[config.mk]
export PLATFORM = sky130hd
export DESIGN_NAME = seq_chunk_adder
export DESIGN_NICKNAME = d
export VERILOG_FILES = /design/src/rtl/seq_chunk_adder.sv
export SDC_FILE = /design/constraint.sdc
export NUM_CORES = 1
export LEC_CHECK = 0
export CORE_ASPECT_RATIO = 0.9
export CORE_MARGIN = 4
export CORE_UTILIZATION = 51
export CTS_CLUSTER_DIAMETER = 150
export DETAILED_ROUTE_END_ITERATION = 6
export PLACE_DENSITY = 0.88
export SLEW_MARGIN = 5
export SYNTH_ARGS = -nofsm -noshare
export SYNTH_HDL_FRONTEND = slang
export SYNTH_SLANG_ARGS = --single-unit
[constraint.sdc]
create_clock -name clk -period 2.23 [get_ports clk]
set_input_delay 0.223 -clock clk [delete_from_list [all_inputs] [get_ports clk]]
set_output_delay 0.223 -clock clk [all_outputs]
set_load 0.05 [all_outputs]
[src/rtl/seq_chunk_adder.sv]
// seq_chunk_adder: multi-cycle ripple add/sub, CHUNK bits per clock,
// valid/ready handshake on operand and result sides.
module seq_chunk_adder #(
  parameter int WIDTH = 32,
  parameter int CHUNK = 4
) (
  input  logic             clk,
  input  logic             rst_n,
  input  logic             in_valid,
  output logic             in_ready,
  input  logic [WIDTH-1:0] a,
  input  logic [WIDTH-1:0] b,
  input  logic             cin,
  input  logic             sub,
  output logic             out_valid,
  input  logic             out_ready,
  output logic [WIDTH-1:0] sum,
  output logic             cout,
  output logic             ovf,
  output logic             busy
);
  localparam int NCHUNK = WIDTH / CHUNK;
  localparam int KW = (NCHUNK > 1) ? $clog2(NCHUNK) : 1;
  localparam logic [KW-1:0] KLAST = KW'(NCHUNK - 1);

  if (CHUNK < 1 || CHUNK > WIDTH) begin : g_bad_chunk
    $error("seq_chunk_adder: CHUNK out of range");
  end
  if (WIDTH % CHUNK != 0) begin : g_bad_width
    $error("seq_chunk_adder: WIDTH not a multiple of CHUNK");
  end

  typedef enum logic [1:0] {
    IDLE,
    RUN,
    DONE
  } state_t;

  state_t state;
  state_t state_nx;

  logic [WIDTH-1:0] ra;
  logic [WIDTH-1:0] rb;
  logic             carry;
  logic [KW-1:0]    k;
  logic [CHUNK-1:0] add_s;
  logic             add_c;
  logic             c_msb;
  logic             last;

  // Operands shift right so the live chunk is always at bit 0.
  always_comb begin
    {add_c, add_s} = {1'b0, ra[CHUNK-1:0]}
                   + {1'b0, rb[CHUNK-1:0]}
                   + {{CHUNK{1'b0}}, carry};
  end

  // Carry into the top bit recovered from that bit's sum.
  assign c_msb = ra[CHUNK-1] ^ rb[CHUNK-1] ^ add_s[CHUNK-1];
  assign last  = (k == KLAST);

  always_ff @(posedge clk) begin
    if (!rst_n) begin
      state <= IDLE;
    end else begin
      state <= state_nx;
    end
  end

  always_comb begin
    state_nx  = state;
    in_ready  = 1'b0;
    out_valid = 1'b0;
    busy      = 1'b0;
    unique case (1'b1)
      (state == IDLE): begin
        in_ready = rst_n;
        if (in_valid) state_nx = RUN;
      end
      (state == RUN): begin
        busy = 1'b1;
        if (last) state_nx = DONE;
      end
      (state == DONE): begin
        busy      = 1'b1;
        out_valid = 1'b1;
        if (out_ready) state_nx = IDLE;
      end
      default: state_nx = IDLE;
    endcase
  end

  always_ff @(posedge clk) begin
    if (!rst_n) begin
      ra    <= '0;
      rb    <= '0;
      carry <= 1'b0;
      k     <= '0;
      sum   <= '0;
      cout  <= 1'b0;
      ovf   <= 1'b0;
    end else if (state == IDLE && in_valid) begin
      ra    <= a;
      rb    <= sub ? ~b : b;
      carry <= cin ^ sub;
      k     <= '0;
    end else if (state == RUN) begin
      sum[int'(k)*CHUNK +: CHUNK] <= add_s;
      ra    <= ra >> CHUNK;
      rb    <= rb >> CHUNK;
      carry <= add_c;
      k     <= k + KW'(1);
      if (last) begin
        cout <= add_c;
        ovf  <= c_msb ^ add_c;
      end
    end
  end

endmodule

Word level (Yosys, flattened, before mapping). Cells that the tools add are included.

Register bits: 104. Bits of input ports: 70. Output and inout port bits: 37. Word-level logic and storage cells: 50.

$add $sub $neg: 4. Equal/unequal tests: 6. Shift-type cells: 2. Muxes and demuxes: 15. Bitwise logic cells: 7. Reduce and logical (&&, ||, !) cells: 8.

Operator list (count): two-way mux 32 bit (5); negation 5 -> 33 bit (1); variable shift 4 x 33 -> 32 bit (first input constant) (1); indexed part select 4 x 33 -> 32 bit (1); bitwise mux 32 bit (1); NOT 32 bit (1); two-way mux 2 bit (3); != test 2 bit (second input constant) (3); case mux 2 bit (3 select lines) (1); AND reduction 3 bit (2); adder 4 x 4 -> 5 bit (1); adder 5 x 1 -> 5 bit (1); two-way mux 1 bit (5); OR reduction 2 bit (2); XOR 1 bit (4); adder 3 x 1 -> 3 bit (second input constant) (1); == test 3 bit (second input constant) (1); == test 2 x 1 -> 1 bit (second input constant) (1); == test 2 bit (second input constant) (1); logical NOT 2 bit (1); NOT 1 bit (2); AND reduction 2 bit (1); nonzero test 2 bit (1); logical AND 1 bit (1).

Depth between registers and ports, before layout.
Depth in word-level cells: 4. Depth in mapped cells: 10. Gate-level depth less buffers: 7.

Worst setup path after synthesis. No wires, ideal clock.

Path type: flip-flop to flip-flop. From: register ra[0]. To: register sum[5]. Setup time: 0.070 ns. Arrival time: 1.969 ns. Data required time: 2.160 ns. Setup slack: 0.190 ns. Cell stages (with the launch flop): 7. Period minus slack after synthesis: 2.040 ns. Cells stage by stage: dfxtp_1 -> fa_1 -> fa_1 -> clkbuf_1 -> nand2_1 -> or3_1 -> a21oi_1.

Cells in the longest elaborated chain, start to end: 4.

Ends and longest elaborated chain: start, declared (line 42) `logic [WIDTH-1:0] ra;`; start signal, assigned (line 109) `ra <= ra >> CHUNK;`; adder 4 x 4 -> 5 bit (line 54) `+ {1'b0, rb[CHUNK-1:0]}`; adder 5 x 1 -> 5 bit (line 55) `+ {{CHUNK{1'b0}}, carry};`; indexed part select 4 x 33 -> 32 bit (line 108) `sum[int'(k)*CHUNK +: CHUNK] <= add_s;`; bitwise mux 32 bit (line 108); end signal, assigned by index (line 108); end, declared (line 17) `output logic [WIDTH-1:0] sum,`.

Every way passes these cells. A chain may end at the register's enable or synchronous reset.

Final worst setup path.
From: register ra[0]. To: register sum[6].

Same word-level chain as after synthesis.

==> metrics.yaml <==
status: "finished clean"
ys.flop_type: "dfxtp_1"
rrSetupSlack_ns: 0.17
fin_crit_ns: 2.06
wl_mm: 11.7
yosysWarnings: 0
yosysMostFrequentCell: "dfxtp_1"
post_dp_cell_area_um2: 6210
r2r-start: "ra[0]"
reg2reg_depth: 7
layout_worst_path_cycle_share_pct: 92.2
skew_ns: 0.00888
die_area_um2: 11500
powerDensity_nw_per_um2: 999
final_area_um2: 6390
async_flop_share_pct: 0
vias_per_cell: 5.42
comb_power_share_pct: 44.5
p_int_uw: 3890
ys_top_cells_by_count: "dfxtp_1 (104), nor2_1 (70), mux2i_1 (62)"
die_x_um: 113
finalHoldViolations: 0
worst_ep_arrival_time_ns: 2.34
clk_latency_ns: 0.36
switching_power_uw: 2490
p_seq_share_pct: 39.4
first_pass_iters: 4
overflow: 0
synth-edff-count: 0
tightest_slew_ns: 0.566
worstPathRequired_ns: 2.51
grt_pass1_vias: 3999
hold_class: "input port to flip-flop"
synth_seq_cells: 104
syn_to_final_growth_pct: 27.3
cp-start-kind: "flip-flop"
cts_tree: "built"
hold_buffers: 0
cts_root_buffer: "clkbuf_8"
cts.sinks: 104
synth_area_um2: 5020
core_area_um2: 9660
finalSetupTns_ns: 0
io_pins: 107
regToRegEndpoint: "sum[6]"
finalWeightedCongestion: 0.859
rsz0062_at_grt: "false"
grt_max_degree: 66
leakage_uw: 0.00233
first_iter_violations: 246
synth_top_area_share_pct: 41.5
clockBufferDepth: 2
diodes: 0
antenna_found_initial: 0
cap_violations: 0
setup_viol: 0
drc_errors: 0
max_freq_mhz: 487
syn-num-nets: 639
grt_pass1_wl_mm: 18.8
die_h_um: 102
io_buffers: 106
ant_nets: 0
crit_fanout: 3
clkTransAtPathRegs_ns: 0.10
holdPathStages: 3
gr-usage-all-layers_pct: 19.8
cts_made_buffers: 9
layout-drive-gt1-share_pct: 6.35
fin_ws_ns: 0.175
instances_no_fill: 772
holdWs_ns: 0.426
crit_type: "flip-flop to flip-flop"
vias: 4186
yosys.area.top_type: "dfxtp_1"
synth_cell_types: 36
wl_per_cell_um: 15.2
yosysSeqAreaShare_pct: 41.5
hp-start: "a[29]"
final_net_count: 727
syn_area_per_cell_um2: 9.08
place_ws_ns: 0.107
placedCellCount: 756
switching_share_pct: 39.0
synth_area_leaders: "dfxtp_1 (41%), mux2i_1 (12%), a211oi_1 (8.5%)"
critPathCaptureType: "flip-flop"
syn_inst: 553
maxSlewViolCount: 0
dp_hpwl_mm: 8.57
num_rows: 34
cts.htree.levels: 3
slew_headroom_pct: 62.0
hold_end: "ra[29]"
vdd.ir_drop.worst_v: 0.000501
start_util_pct: 52.0
power_frac_clock_pct: 16.1
critical path, stage by stage (launching register included):
cell and delay (ns):
dfxtp_1 0.34, fa_1 0.47, fa_1 0.45, xnor2_2 0.19
buf_4 0.16, nor2_1 0.15, nand3_1 0.10, a21oi_1 0.14
power groups by stage:
stage | combinational [µW] | sequential, µW | clock [µW]
after floorplan | 2030 | 2530 | 0
after CTS | 2830 | 2510 | 1040
final | 2840 | 2510 | 1030
after detailed placement | 2810 | 2550 | 0
after global routing | 3100 | 2550 | 1110
after global placement | 2730 | 2520 | 0
final cells by class:
| type | instances | area, µm² |
|---|---|---|
| timing repair buffer | 121 | 1220 |
| sequential | 104 | 2080 |
| tap | 126 | 158 |
| clock inverter | 5 | 33.8 |
| fill | 780 | 3270 |
| multi-input combinational | 396 | 2730 |
| clock buffer | 11 | 131 |
| inverter | 9 | 33.8 |
metrics by stage:
step,power (µW),utilization [%]
5_1_grt,6770,66.1
3_3_place_gp,5240,64.3
3_5_place_dp,5360,64.3
2_1_floorplan,4560,-
4_1_cts,6380,66.0
6_report,6380,66.1
what timing repair did:
item | 4_1_cts | 5_1_grt
gates resized for setup | 0 | 3
setup endpoints to repair | 0 | 8
buffers inserted | 0 | 0
state kept, by name, indices dropped and copies added, names as in the netlist:
register and flops:
rb 32, state 2, ra 32, carry 1, ovf 1, cout 1, k 3, sum 32
cells by family (layout without fill, tap and decap cells):
family	after synthesis	count (layout)	synth area share, %
AOI/OAI and AO/OA	107	107	14.6
adders and majority gates	16	16	4.29
buffers and inverters	53	146	4.66
xor gates and xnor gates	36	36	6.28
and+or+nand+nor	175	175	16.3
muxes	62	62	12.4
DFF	104	104	41.5
per-layer routing:
metal,track usage [%],share of wire [%]
met5,0,0
met4,6.47,1.2
met3,2.96,6.3
met2,33.3,47
met1,26.4,46
placed cells by master, fill, tap and decap left out, types with 3 or more instances in the layout:
cell / instances
clkdlybuf4s50_1: 103
dfxtp_1: 104
buf_12: 4
xor2_1: 33
nand3b_1: 10
nand4_1: 5
and2b_1: 3
inv_1: 8
a21oi_1: 31
a211oi_1: 57
nor2_1: 70
ha_1: 13
and3_1: 4
mux2i_1: 62
or3_1: 3
o21ai_0: 6
nand2_1: 42
clkbuf_8: 9
nand3_1: 26
buf_4: 12
and2_1: 4
nor3b_1: 3
worst max path at each step:
stage	cells past startpoint	to	slack, ns	from
global placement	6	sum[10]	0.17	ra[0]
floorplan	6	sum[5]	0.19	ra[0]
global route	5	sum[31]	0.004	ra[0]
finish	7	sum[6]	0.17	ra[0]
detailed placement	6	sum[14]	0.11	ra[0]
CTS	3	busy	0.01	state[0]
Power figures use the tool's default switching activity.
